**config.mk**
```make
export PLATFORM = sky130hd
export DESIGN_NAME = lsm_sequencer
export DESIGN_NICKNAME = d
export VERILOG_FILES = /design/src/rtl/lsm_sequencer.sv
export SDC_FILE = /design/constraint.sdc
export NUM_CORES = 1
export LEC_CHECK = 0
export CORE_ASPECT_RATIO = 1.1
export CORE_MARGIN = 4
export CORE_UTILIZATION = 47
export DETAILED_ROUTE_END_ITERATION = 8
export PLACE_DENSITY = 0.81
export SYNTH_ARGS = -nofsm -noshare
export SYNTH_HDL_FRONTEND = slang
export SYNTH_SLANG_ARGS = --single-unit
```
**constraint.sdc**
```tcl
create_clock -name clk -period 2.42 [get_ports clk]
set_input_delay 0.484 -clock clk [delete_from_list [all_inputs] [get_ports clk]]
set_output_delay 0.484 -clock clk [all_outputs]
set_load 0.03 [all_outputs]
```
**src/rtl/lsm_sequencer.sv**
```systemverilog
// Load/Store Multiple sequencer: expands one LM/SM into one memory micro-op per set
// register-mask bit, ascending register order, consecutive addresses.
module lsm_sequencer #(
    parameter int unsigned ADDR_W = 16,
    parameter int unsigned NREG   = 8
) (
    input  logic              clk,
    input  logic              rst,
    input  logic              start_valid,
    output logic              start_ready,
    input  logic [3:0]        opcode,
    input  logic [ADDR_W-1:0] base_addr,
    input  logic [NREG-1:0]   reg_mask,
    input  logic              flush,
    input  logic              stall_in,
    output logic              busy,
    output logic              stall_fetch,
    output logic              uop_valid,
    output logic              uop_is_load,
    output logic [ADDR_W-1:0] uop_addr,
    output logic [2:0]        uop_reg,
    output logic              uop_last,
    output logic              done
);

    localparam logic [3:0] OpLm = 4'b0110;
    localparam logic [3:0] OpSm = 4'b0111;

    typedef enum logic [1:0] {StIdle, StRun, StDone} state_e;

    state_e              state_q, state_d;
    logic [NREG-1:0]     mask_q, mask_d;
    logic [ADDR_W-1:0]   addr_q, addr_d;
    logic                is_load_q, is_load_d;

    logic                accept;
    logic [NREG-1:0]     mask_rest;
    logic                mask_single;
    logic [2:0]          low_idx;

    assign accept = start_valid && (state_q == StIdle) && !flush &&
                    ((opcode == OpLm) || (opcode == OpSm));

    // Clearing the lowest set bit; the remainder being zero means one bit is left.
    assign mask_rest   = mask_q & (mask_q - {{(NREG-1){1'b0}}, 1'b1});
    assign mask_single = (mask_q != '0) && (mask_rest == '0);

    always_comb begin
        low_idx = 3'd0;
        for (int i = int'(NREG) - 1; i >= 0; i--) begin
            if (mask_q[i]) begin
                low_idx = i[2:0];
            end
        end
    end

    // State register
    always_ff @(posedge clk) begin
        if (rst) begin
            state_q   <= StIdle;
            mask_q    <= '0;
            addr_q    <= '0;
            is_load_q <= 1'b0;
        end else begin
            state_q   <= state_d;
            mask_q    <= mask_d;
            addr_q    <= addr_d;
            is_load_q <= is_load_d;
        end
    end

    // Next-state logic
    always_comb begin
        state_d   = state_q;
        mask_d    = mask_q;
        addr_d    = addr_q;
        is_load_d = is_load_q;
        if (flush) begin
            state_d = StIdle;
            mask_d  = '0;
        end else begin
            unique case (state_q)
                StIdle: begin
                    if (accept) begin
                        mask_d    = reg_mask;
                        addr_d    = base_addr;
                        is_load_d = (opcode == OpLm);
                        state_d   = (reg_mask != '0) ? StRun : StDone;
                    end
                end
                StRun: begin
                    if (!stall_in) begin
                        mask_d = mask_rest;
                        addr_d = addr_q + {{(ADDR_W-1){1'b0}}, 1'b1};
                        if (mask_single) begin
                            state_d = StDone;
                        end
                    end
                end
                StDone: begin
                    state_d = StIdle;
                end
                default: begin
                    state_d = StIdle;
                    mask_d  = '0;
                end
            endcase
        end
    end

    // Outputs: micro-op fields come from registers only and read zero outside RUN.
    always_comb begin
        start_ready = (state_q == StIdle);
        busy        = (state_q != StIdle);
        stall_fetch = busy || accept;
        uop_valid   = 1'b0;
        uop_is_load = 1'b0;
        uop_addr    = '0;
        uop_reg     = 3'd0;
        uop_last    = 1'b0;
        done        = 1'b0;
        unique case (state_q)
            StIdle: begin
            end
            StRun: begin
                uop_valid   = 1'b1;
                uop_is_load = is_load_q;
                uop_addr    = addr_q;
                uop_reg     = low_idx;
                uop_last    = mask_single;
            end
            StDone: begin
                done = 1'b1;
            end
            default: begin
            end
        endcase
    end

endmodule

```
After elaboration in Yosys (flattened, before gate mapping)
Index checks and enable logic that the tools add are counted.
{"block": "word_totals", "reg_bits": 27, "latch_bits": 0, "ramBits": 0, "romBits": 0, "input_bits": 33, "out_inout_bits": 26, "wordCells": 59, "mem_count": 0}
{"block": "op_classes", "addsub": 2, "multipliers": 0, "div": 0, "order_cmp": 0, "eq_ne": 7, "shifts": 0, "muxes": 25, "bitwise": 3, "n_reduce_logical": 18}
{"operator": "$mux 16", "n": 3}
{"operator": "$pmux 16 s2", "n": 1}
{"operator": "$mux 3", "n": 9}
{"operator": "$pmux 8 s3", "n": 1}
{"operator": "$add 16x1->16 const B", "n": 1}
{"operator": "$mux 8", "n": 2}
{"operator": "$reduce_bool 8->1", "n": 2}
{"operator": "$reduce_and 3->1", "n": 3}
{"operator": "$and 8x8->8", "n": 1}
{"operator": "$eq 4x3->1 const B", "n": 2}
{"operator": "$logic_not 8->1", "n": 1}
{"operator": "$mux 2", "n": 4}
{"operator": "$sub 8x1->8 const B", "n": 1}
{"operator": "$logic_and 1x1->1", "n": 4}
{"operator": "$mux 1", "n": 4}
{"operator": "$ne 2x2->1 const B", "n": 2}
{"operator": "$pmux 2 s2", "n": 1}
{"operator": "$reduce_and 4->1", "n": 1}
{"operator": "$reduce_bool 2->1", "n": 2}
{"operator": "$eq 2x1->1 const B", "n": 1}
{"operator": "$eq 2x2->1 const B", "n": 1}
{"operator": "$logic_not 2->1", "n": 1}
{"operator": "$logic_or 1x1->1", "n": 2}
{"operator": "$ne 2x1->1 const B", "n": 1}
{"operator": "3 further kinds", "n": 4}

Longest topological paths before layout
Gate-level depths: netlist of the first run.
{"block": "depth", "depth_word": 9, "depth_mapped": 7, "ltp_nobuf": 6}

Worst setup path before layout of the first run
Ideal clock, no wire load.
{"block": "synth_path", "kind": "reg2out", "start": "register mask_q[1]", "end": "output port uop_last", "arrival_ns": 2.003, "required_time_ns": 1.936, "slack_ns": -0.067, "stages_incl_launch_ff": 6, "path_buffers": 1, "cell_sequence": "dfxtp_1 buf_6 or4_4 nor3_4 mux2i_1 a211oi_1"}
{"block": "synth_via", "elab_chain_cells": 5, "word_cells_on_any_way": 6, "classes_between": "add/sub: 1; mux: 1; bitwise: 1; reduce/logical: 3"}
{"item": "start, declared", "line_no": "32", "source": "logic [NREG-1:0] mask_q, mask_d;"}
{"item": "start signal, assigned", "line_no": "66", "source": "mask_q <= mask_d;"}
{"item": "$sub 8x1->8", "line_no": "45", "source": "assign mask_rest = mask_q & (mask_q - {{(NREG-1){1'b0}}, 1'b1});"}
{"item": "$and 8x8->8", "line_no": "45"}
{"item": "$logic_not 8->1", "line_no": "46", "source": "assign mask_single = (mask_q != '0) && (mask_rest == '0);"}
{"item": "$logic_and 1x1->1 *", "line_no": "46"}
{"item": "$mux 1 *", "line_no": "122", "source": "unique case (state_q)"}
{"item": "end, declared", "line_no": "22", "source": "output logic uop_last,"}
Mark *: on every way between the ends. The rest lies on a longest branch, timed or not.

Worst setup path in the final report of the first run
{"block": "layout_path", "start": "register mask_q[2]", "end": "output port uop_last"}
Same word-level chain as after synthesis.

==> results of run 1 <==
[report_power, final]
group | internal, mW | leakage [nW] | switching, mW | total (mW)
sequential | 0.448 | 0.220 | 0.00769 | 0.456
combinational | 0.0798 | 0.851 | 0.0566 | 0.136
clock | 0.118 | 0.0228 | 0.148 | 0.266
total | 0.646 | 1.09 | 0.213 | 0.859
[cells by family (layout without fill, tap and decap cells)]
logic type | after synthesis | after routing | share of synthesized area
compound gates | 73 | 73 | 0.259
xor+xnor | 2 | 2 | 0.00920
fa+ha+maj | 2 | 2 | 0.0118
buf+inv | 30 | 97 | 0.0657
flops | 27 | 27 | 0.284
mux | 4 | 4 | 0.0210
simple gates | 128 | 128 | 0.350
[registers in the layout, summed over array words and instances (netlist names)]
signal and flops:
addr_q 16, is_load_q 1, state_q 2, mask_q 8
[layer usage]
layer | track usage | routed length, µm
met5 | 0 | 0
met4 | 0.0541 | 42
met3 | 0.0224 | 399
met2 | 0.420 | 3060
met1 | 0.279 | 2380
[path summary, 6_finish.rpt]
| kind | startpoint | end | slack [ns] | cells after the start |
|---|---|---|---|---|
| setup reg to reg | mask_q[2]$_SDFFE_PP0P_ | state_q[0]$_SDFFE_PP0P_ | 0.40 | 6 |
| hold reg to reg | mask_q[3]$_SDFFE_PP0P_ | mask_q[3]$_SDFFE_PP0P_ | 0.51 | 2 |
| setup / recovery | mask_q[2]$_SDFFE_PP0P_ | uop_last | 0.0006 | 5 |
| hold / removal | mask_q[3]$_SDFFE_PP0P_ | mask_q[3]$_SDFFE_PP0P_ | 0.51 | 2 |
[worst register-to-register path, delay by kind of cell (launching register included)]
| kind | cells | cell delay [ns] |
|---|---|---|
| DFF | 1 | 0.38 |
| buffers and inverters | 1 | 0.14 |
| muxes | 1 | 0.11 |
| AOI/OAI and AO/OA | 1 | 0.36 |
| and+or+nand+nor | 3 | 0.94 |
[per-stage QoR]
| step | hold WS, ns | instances | power, mW |
|---|---|---|---|
| after floorplan | 0.474 | 266 | 0.519 |
| after global placement | 0.482 | 375 | 0.597 |
| after detailed placement | 0.502 | 375 | 0.598 |
| final | 0.509 | 385 | 0.859 |
| after CTS | 0.518 | 379 | 0.851 |
| after global routing | 0.543 | 385 | 0.890 |
[final cells by class]
cell class                 count  area [µm²]
multi-input combinational    209        1260
fill                         360        1230
timing repair buffer          81         741
sequential                    27         549
tap                           52        65.1
clock buffer                   4        45.0
inverter                      12        45.0
[timing repair]
action                     4_1_cts  5_1_grt
pin swaps                        0        3
gates cloned                     0        0
resized for setup               12       10
setup buffers                    0        6
setup endpoints to repair       10       11
[cells in the mapped netlist, types with 2 or more instances]
library cell  number
and3_1             2
a21o_1             2
nor3_1            18
nor2_1            28
nand4_1            3
and2_1            15
inv_1             12
a211oi_1           4
a2bb2oi_1          2
a32o_1             3
o21bai_1           2
o32a_1             2
or2_2              2
o21ai_0           11
a221oi_1           2
nand3_1           10
nand2b_1           2
nand2_1           27
mux2i_1            4
a31oi_1            2
nor3_2             2
or4_1              3
clkbuf_1          12
nor2b_1            2
nor4_1             4
a21oi_1           25
or3_1              2
xor2_1             2
o31ai_1            4
o41ai_1            2
buf_2              4
dfxtp_1           27
==> flow_summary_export.csv, run 1 <==
group,metric,value,unit
worst_setup_path,required,1.94,ns
clocking,clk_pin_slew,0.10,ns
worst_setup_path,crit_chain,"or4_4 -> nor3_4 -> mux2i_2 -> a211oi_2 -> buf_4",
clocking,cts_sinks,27,
hold_path,worstHoldPathType,"reg2reg",
synthesis,yosysTopAreaCellShare,0.284,
clocking,cts_buffers,3,
finish,nets,368,
pwr,peakVddDrop,0.171,mV
pwr,powerDensity,318,mW/mm²
synthesis,syn-instance-count,266,
die,row_count,24,
placed_design,port-buffer-count,58,
sta,skew,0.00397,ns
die,ios,59,
placed_design,postPlaceCellArea,0.00259,mm²
global_route,grt_max_degree,32,
clocking,cts.htree.levels,1,
finish,layout-drive-gt1-share,0.138,
worst_setup_path,cp_slowest_cell,"or4_4",
pwr,p_leak,1.09,nW
worst_setup_path,cpPeakStageDelay,0.55,ns
placed_design,dp_slack,-0.249,ns
detailed_routing,drt_first_iter_violations,304,
sta,tightest_slew,0.669,ns
sta,slew_viol_final,0,
detailed_routing,firstDrtPassIters,4,
synthesis,netlist_area,0.00190,mm²
worst_setup_path,crit_buf_inv,1,
synthesis,synth.area.top_cells,"dfxtp_1 28%, a21oi_1 6.6%, nor2_1 5.5%",
synthesis,mappedNetlistNets,300,
sta,hold_violations,0,
placed_design,dpl.hpwl,4.34,mm
global_route,grt_pass1_vias,2056,
synthesis,synthArstFlopShare,0,
clocking,clk_latency,0.27,ns
synthesis,ys_ff_latch,27,
detailed_routing,avgViaCountPerCell,5.78,
job,drv_cap,0,
sta,fin_ws,0.000565,ns
sta,finalSetupTns,0,ns
sta,slew_headroom,0.554,
die,die_w,68.7,µm
global_route,grt_pass1_wl,9.14,mm
worst_setup_path,startpoint_type,"flop",
die,start_util,0.484,
die,core_area,0.00393,mm²
synthesis,syn_avg_cell_area,7.16,µm²
detailed_routing,ant_nets,0,
sta,timing.fmax,0.413,GHz
synthesis,synth-edff-count,0,
synthesis,synthDistinctLibCells,56,
worst_setup_path,arrival,1.94,ns
clocking,cts_tree,"built",
clocking,clockBufferDepth,2,
sta,rsz0062_at_grt,"yes",
global_route,track_usage,0.227,
synthesis,synthFlopType,"dfxtp_1",
synthesis,yosysWarnings,0,
status,status,"finished clean",
sta,fin_crit,2.42,ns
die,dieArea,0.00514,mm²
sta,finalCritPeriodShare,1.00,
finish,syn_to_final_growth,41.9,%
die,die_h,74.8,µm
global_route,antenna_found_initial,0,
finish,layout_commonest_cell,"clkdlybuf4s50_1",
detailed_routing,drt_wl_total,5.88,mm
finish,final_util,0.687,
placed_design,gp_congestion,0.859,
finish,fin_area,0.00270,mm²
sta,setup_viol,0,
synthesis,synth_top_area_cell,"dfxtp_1",
clocking,root_buffer,"clkbuf_8",
detailed_routing,drc,0,
clocking,hold_buffers,0,
worst_setup_path,cp-end-kind,"primary output",
finish,final_cell_mix,"39 x clkdlybuf4s50_1, 28 x nor2_1, 28 x buf_4, 27 x nand2_1, 25 x a21oi_1",
synthesis,ys_seq_area_frac,0.284,
global_route,overflow,0,
finish,n_antenna_cell,0,
detailed_routing,vias,2224,
worst_setup_path,cp_max_fo,7,
detailed_routing,wl_per_cell,15.3,µm
worst_setup_path,criticalPathCategory,"reg2out",
worst_setup_path,critPathTopFamily,"simple AND/OR/NAND/NOR gates",
Power figures use the tool's default switching activity.
==> inputs of run 2 (changes only) <==
- SLEW_MARGIN: not set -> 20
==> run 2 against run 1 <==
Against the previous run: via count is 1.4% lower; final area is 1.3% lower; flip-flop and latch count unchanged; register-to-register slack barely moved; clock skew increased by 0.0030 ns; sequential power barely moved; largest cell class unchanged; final cell count down 1.0%; worst setup slack worse by 0.036 ns; first-iteration DRC count fell by 12%; the flow now finishes with violations (setup timing); sequential share of layout area about the same.
==> flow_summary_export.csv, run 2 (synthesis results as in run 1) <==
group,metric,value,unit
status,status,"finished with violations",
status,violations,"setup timing",
global_route,grt_max_degree,32,
die,core_area,0.00393,mm²
clocking,cts_tree,"built",
clocking,root_buffer,"clkbuf_8",
worst_setup_path,cpPeakStageDelay,0.56,ns
placed_design,dpl.hpwl,4.34,mm
sta,hold_violations,0,
worst_setup_path,cp_max_fo,9,
sta,timing.fmax,0.407,GHz
detailed_routing,vias,2193,
clocking,clockBufferDepth,2,
finish,final_cell_mix,"39 x clkdlybuf4s50_1, 28 x nor2_1, 27 x nand2_1, 25 x a21oi_1, 25 x dfxtp_1",
die,die_w,68.7,µm
sta,tightest_slew,0.659,ns
clocking,clk_latency,0.28,ns
die,row_count,24,
detailed_routing,drc,0,
clocking,clk_pin_slew,0.10,ns
sta,skew,0.00694,ns
worst_setup_path,crit_chain,"or4_4 -> a21oi_1 -> o21ai_0 -> a211oi_2 -> buf_4",
clocking,hold_buffers,0,
pwr,p_leak,1.07,nW
global_route,overflow,0,
finish,regMostFlops,"addr_q",
worst_setup_path,cp_slowest_cell,"or4_4",
die,dieArea,0.00514,mm²
sta,setup_viol,1,
worst_setup_path,arrival,1.97,ns
detailed_routing,ant_nets,0,
finish,final_util,0.677,
worst_setup_path,crit_buf_inv,1,
finish,largestRegisters,"addr_q (16), mask_q (8), state_q (2)",
clocking,cts.htree.levels,1,
worst_setup_path,startpoint,"mask_q[1]$_SDFFE_PP0P_",
die,start_util,0.484,
clocking,cts_buffers,3,
finish,layout-drive-gt1-share,0.125,
detailed_routing,wl_per_cell,15.1,µm
sta,slew_headroom,0.560,
sta,finalSetupTns,-0.0351,ns
finish,nets,364,
placed_design,port-buffer-count,58,
worst_setup_path,critPathTopFamily,"compound AO/OA/AOI/OAI gates",
detailed_routing,firstDrtPassIters,4,
worst_setup_path,startpoint_type,"flop",
placed_design,gp_congestion,0.859,
pwr,peakVddDrop,0.173,mV
worst_setup_path,cp-end-kind,"primary output",
hold_path,min_from,"is_load_q$_SDFFE_PP0P_",
finish,syn_to_final_growth,39.9,%
global_route,grt_pass1_vias,2056,
finish,largest_reg_flops,16,
sta,fin_crit,2.46,ns
global_route,antenna_found_initial,0,
worst_setup_path,required,1.94,ns
hold_path,worstHoldPathType,"reg2reg",
die,ios,59,
pwr,powerDensity,323,mW/mm²
detailed_routing,drt_first_iter_violations,268,
sta,slew_viol_final,0,
worst_setup_path,crit-reg2reg-launch,"state_q[0]$_SDFFE_PP0P_",
job,drv_cap,0,
clocking,cts_sinks,27,
finish,layout_commonest_cell,"clkdlybuf4s50_1",
sta,fin_ws,-0.0351,ns
die,die_h,74.8,µm
detailed_routing,avgViaCountPerCell,5.76,
global_route,grt_pass1_wl,9.14,mm
sta,finalCritPeriodShare,1.01,
global_route,track_usage,0.227,
finish,n_antenna_cell,0,
sta,rsz0062_at_grt,"yes",
worst_setup_path,criticalPathCategory,"reg2out",
detailed_routing,drt_wl_total,5.76,mm
==> run 2: through the flow <==
stage | worst slack (ns) | hold WS, ns | instances | power [mW] | instance area (µm²)
after floorplan | 0.0471 | 0.474 | 266 | 0.519 | 1910
after global placement | -0.167 | 0.482 | 375 | 0.597 | 2590
after detailed placement | -0.249 | 0.502 | 375 | 0.598 | 2590
after CTS | 0.00182 | 0.518 | 379 | 0.851 | 2630
after global routing | -0.103 | 0.558 | 381 | 0.891 | 2670
final | -0.0351 | 0.520 | 381 | 0.860 | 2670
==> run 2: timing repair <==
action / in CTS / in global routing
setup buffers: 0 / 2
endpoints found under the setup margin: 10 / 8
gates resized for setup: 12 / 5
==> run 2: path summary, 6_finish.rpt <==
check	to	slack [ns]	cells after the start
hold / removal	is_load_q$_SDFFE_PP0P_	0.52	2
setup / recovery	uop_last	-0.04	5
setup reg to reg	addr_q[10]$_SDFFE_PP0P_	0.41	5
hold reg to reg	is_load_q$_SDFFE_PP0P_	0.52	2
==> run 2: worst min-delay path, stage by stage (launching register included) <==
cell and delay [ns]:
dfxtp_1 0.33, nor2_1 0.10, a211oi_1 0.05
==> run 2: report_power, final <==
part           switching [mW]  internal [mW]  total, mW  leakage, nW
clock                   0.149          0.118      0.267       0.0228
combinational          0.0557         0.0788      0.134        0.831
sequential            0.00783          0.450      0.458        0.219
==> run 2: layout make-up <==
class / count / area (µm²)
Timing Repair Buffer: 77 / 711
Clock buffer: 4 / 45.0
Fill cell: 355 / 1270
Inverter: 12 / 45.0
Sequential cell: 27 / 543
Tap cell: 52 / 65.1
Multi-Input combinational cell: 209 / 1260
==> run 2: metal layers <==
metal | GRT usage | share of wire | up-vias
met5 | 0 | 0 | -
met2 | 0.420 | 0.52 | 98
met1 | 0.279 | 0.40 | 998
li1 | - | - | 1089
met3 | 0.0224 | 0.068 | 8
met4 | 0.0541 | 0.0083 | 0
==> inputs of run 3 (changes only) <==
- CORE_ASPECT_RATIO: 1.1 -> not set
- clock period: 2.42 -> 2.43 ns (I/O delays scaled with it)
==> run 3 against run 2 <==
Against the previous run: the run now ends clean; first-iteration DRC count shrank 19%; critical path depth did not move; worst setup slack gained 0.086 ns; worst hold slack lost 0.0043 ns; final cell count rose by 0.26%; clock power increased by 4%; clock skew increased by 0.0014 ns; global-route usage up 0.36 points; critical endpoint unchanged; largest cell class unchanged.
==> flow_summary_export.csv, run 3 (synthesis results as in run 1) <==
group,metric,value,unit
die,ios,59,
detailed_routing,ant_nets,0,
clocking,hold_buffers,0,
worst_setup_path,cp_max_fo,2,
finish,nets,369,
placed_design,port-buffer-count,58,
sta,finalSetupTns,0,ns
die,core_area,0.00380,mm²
placed_design,gp_congestion,0.907,
global_route,track_usage,0.231,
detailed_routing,firstDrtPassIters,4,
clocking,cts_buffers,3,
detailed_routing,drt_wl_total,5.85,mm
clocking,clk_pin_slew,0.10,ns
worst_setup_path,startpoint,"mask_q[4]$_SDFFE_PP0P_",
finish,stdcell_count,382,
clocking,root_buffer,"clkbuf_8",
placed_design,postPlaceCellArea,0.00260,mm²
global_route,grt_max_degree,32,
clocking,cts.htree.levels,1,
detailed_routing,drc,0,
worst_setup_path,crit-reg2reg-launch,"mask_q[4]$_SDFFE_PP0P_",
sta,timing.fmax,0.420,GHz
pwr,p_leak,1.09,nW
detailed_routing,drt_first_iter_violations,216,
status,status,"finished clean",
sta,setup_viol,0,
pwr,powerDensity,323,mW/mm²
detailed_routing,wl_per_cell,15.3,µm
pwr,peakVddDrop,0.404,mV
die,die_w,71.7,µm
job,drv_cap,0,
die,row_count,22,
finish,syn_to_final_growth,41.1,%
global_route,met2_usage,0.344,
worst_setup_path,criticalPathCategory,"reg2out",
clocking,cts_sinks,27,
worst_setup_path,cp-end-kind,"primary output",
sta,rsz0062_at_grt,"yes",
finish,largest_reg_flops,16,
worst_setup_path,arrival,1.89,ns
finish,final_cell_mix,"34 x clkdlybuf4s50_1, 32 x buf_4, 27 x nor2_1, 27 x nand2_1",
global_route,met3_usage,0.0295,
global_route,grt_busiest_layer,"met1",
finish,layout_commonest_cell,"clkdlybuf4s50_1",
global_route,overflow,0,
global_route,grt_pass1_vias,2033,
clocking,cts_tree,"built",
sta,slew_viol_final,0,
placed_design,dpl.hpwl,4.34,mm
global_route,grt_pass1_wl,9.69,mm
detailed_routing,vias,2195,
finish,multi_input_area,0.00126,mm²
die,dieArea,0.00513,mm²
finish,fillers,327,
worst_setup_path,startpoint_type,"flop",
detailed_routing,avgViaCountPerCell,5.75,
global_route,antenna_found_initial,0,
placed_design,dpl.cell_count,374,
clocking,clk_latency,0.29,ns
hold_path,worstHoldPathType,"reg2reg",
worst_setup_path,required,1.94,ns
die,start_util,0.501,
finish,layout-drive-gt1-share,0.150,
clocking,clockBufferDepth,2,
finish,regArea,546,µm²
sta,fin_crit,2.38,ns
finish,largestRegisters,"addr_q (16), mask_q (8), state_q (2)",
sta,tightest_slew,0.713,ns
hold_path,min_from,"is_load_q$_SDFFE_PP0P_",
finish,n_antenna_cell,0,
pwr,fin_total_pwr,868,µW
global_route,gr-usage-met1,0.345,
finish,fin_area,0.00269,mm²
sta,hold_violations,0,
sta,slew_headroom,0.525,
sta,fin_hold_ws,0.515,ns
finish,regMostFlops,"addr_q",
sta,skew,0.00839,ns
sta,finalCritPeriodShare,0.979,
die,die_h,71.7,µm
==> run 3: metrics by stage <==
step | worst slack, ns | utilization
3_5_place_dp | -0.262 | 0.684
6_report | 0.0504 | 0.707
4_1_cts | 0.00486 | 0.700
2_1_floorplan | 0.0551 | -
5_1_grt | -0.0113 | 0.707
3_3_place_gp | -0.155 | 0.684
==> run 3: timing repair <==
action	in CTS	in global routing
setup endpoints to repair	15	4
buffers inserted	3	1
pin swaps	1	2
resized for setup	17	5
hold endpoints to repair	0	0
==> run 3: power breakdown <==
part	leakage [nW]	switching (mW)	total (mW)	internal (mW)
combinational	0.845	0.0560	0.135	0.0795
sequential	0.219	0.00760	0.455	0.447
clock	0.0217	0.161	0.278	0.117
total	1.09	0.224	0.868	0.644
==> run 3: worst max-delay path, stage by stage (launching register included) <==
cell	delay, ns
dfxtp_1	0.35
or4_4	0.56
nor3_4	0.17
mux2i_2	0.28
a211oi_2	0.07
buf_4	0.18
==> run 3: final timing paths <==
path,slack [ns],endpoint,cells past startpoint
worst max-delay path,0.05,uop_last,5
worst min register to register,0.52,is_load_q$_SDFFE_PP0P_,2
worst min-delay path,0.52,is_load_q$_SDFFE_PP0P_,2
worst max register to register,0.45,state_q[0]$_SDFFE_PP0P_,6
==> run 3: final cells by class <==
type | count | area share
Multi-Input combinational cell | 209 | 0.469
Tap cell | 48 | 0.0224
Inverter | 12 | 0.0168
Sequential cell | 27 | 0.203
Timing Repair Buffer | 82 | 0.271
Clock inverter | 1 | 0.00279
Clock buffer | 3 | 0.0154
==> run 3: metal layers <==
metal | up-vias | wire (µm)
met3 | 4 | 359
li1 | 1115 | -
met4 | 0 | 69
met2 | 77 | 2600
met5 | - | 0
met1 | 999 | 2820
==> patch: new RTL, settings of run 2 <==
Take the reset off `addr_q` and load it in a clocked block of its own.
--- a/src/rtl/lsm_sequencer.sv
+++ b/src/rtl/lsm_sequencer.sv
@@ -60,12 +60,14 @@
             state_q   <= StIdle;
             mask_q    <= '0;
-            addr_q    <= '0;
             is_load_q <= 1'b0;
         end else begin
             state_q   <= state_d;
             mask_q    <= mask_d;
-            addr_q    <= addr_d;
             is_load_q <= is_load_d;
         end
+    end
+
+    always_ff @(posedge clk) begin
+        addr_q <= addr_d;
     end
 
Function: same outputs for any inputs over 10 cycles, from zero or initial values and one cycle with rst high; that may be too few to reach the edited logic, so the function may still have changed.
==> patch against run 2 <==
- sequential power increased by 7.9%
- routed wire length down 20%
- sequential share of layout area up 6.8 points
- via count is 17% lower
- sequential cell count did not move
- synthesized area is 4.3% lower
- clock power fell by 6%
- first-iteration DRC count is 66% lower
- design area fell by 3.3%
- worst setup slack gained 0.073 ns
- total power grew 1.6%
- critical endpoint unchanged
- largest power group unchanged
==> patch: results (changes against run 2) <==
* Synth Area in XOR/XNOR at 6.73% (+5.8 points)
* EDFF count, synth at 16 (+16)
* Placed Area at 2470 um^2 (-4.6%)
* GPL Wtd Cong at 0.801 (-6.8%)
* Top FF cell, synth: edfxtp_1
* Layout cell share with drive strength beyond 1 at 11.4% (-1.0 points)
* P_int at 680 uW (+5.1%)
* Reg-to-reg endpoint: state_q[1]
* DP HPWL at 3.54 mm (-19%)
* RR Startpoint: mask_q[2]
* First-pass GRT wire length at 7.41 mm (-19%)
* Post-route insts no fill at 330 (-13%)
* Syn_nets at 253 (-16%)
* Synth Area in Compound Gates at 17.8% (-8.1 points)
* Mux cell area share after synthesis at 0% (-2.1 points)
* Pleak at 0.00120 uW (+12%)
* Measured slew at the worst slew-check pin at 0.583 ns (-0.0764 ns)
* Mapped Cells at 219 (-18%)
* Status: finished clean
* CP Max Fanout at 3 (-6)
* Worst-case vdd ir drop at 0.197 mV (+14%)
* Post-Place Cells at 323 (-14%)
* Largest net degree at the start of global routing at 39 (+22%)
* CP delay by family, top: simple AND/OR/NAND/NOR gates
* Vias per inst at 5.54 (-3.8%)
* Setup Skew at 0.00339 ns (-0.00355 ns)
patch: what timing repair did:
| action | CTS | global route |
|---|---|---|
| resized for setup | 1 | 14 |
| setup endpoints to repair | 11 | 17 |
| pin swaps | 0 | 1 |
| setup buffers | 0 | 3 |
| hold buffers | 0 | 0 |
patch: routing by layer:
metal | global-route usage [%] | wire length [um] | vias up
met3 | 2.60 | 320 | 7
met5 | 0 | 0 | -
li1 | - | - | 909
met1 | 22.2 | 1880 | 852
met4 | 4.73 | 55 | 0
met2 | 35.5 | 2350 | 59
patch: stage by stage:
stage               total power [uW]  hold slack (ns)
finish                           874            0.497
detailed placement               632            0.491
CTS                              875            0.503
global placement                 629            0.492
floorplan                        556            0.469
global route                     904            0.542
patch: worst max path at each step:
stage          slack, ns     endpoint  depth (start not counted)  startpoint
3_3_place_gp        0.24  stall_fetch                          5   opcode[2]
2_1_floorplan       0.20    addr_q[0]                          3       flush
6_report            0.04     uop_last                          6   mask_q[2]
4_1_cts             0.04     uop_last                          6   mask_q[2]
5_1_grt            -0.03     uop_last                          6   mask_q[2]
3_5_place_dp        0.20  stall_fetch                          5   opcode[2]
patch: power groups by stage:
stage               Sequential, uW  Combinational, uW  Clock [uW]
global route                   495                142         268
global placement               505                125           0
floorplan                      504               52.3           0
CTS                            494                129         253
finish                         494                129         250
detailed placement             505                127           0
patch: tightest hold or removal path, stage by stage (launching register included):
cell and delay, ns:
dfxtp_1 0.32, nor2_1 0.09, a211oi_1 0.05
patch: final cells by class:
type	count	area, um^2	area share (%)
timing repair buffer	71	708	27.5
sequential	27	701	27.2
multi-input combinational	173	1040	40.2
inverter	5	22.5	0.874
clock inverter	1	5.00	0.194
clock buffer	3	41.3	1.60
tap	50	62.6	2.43
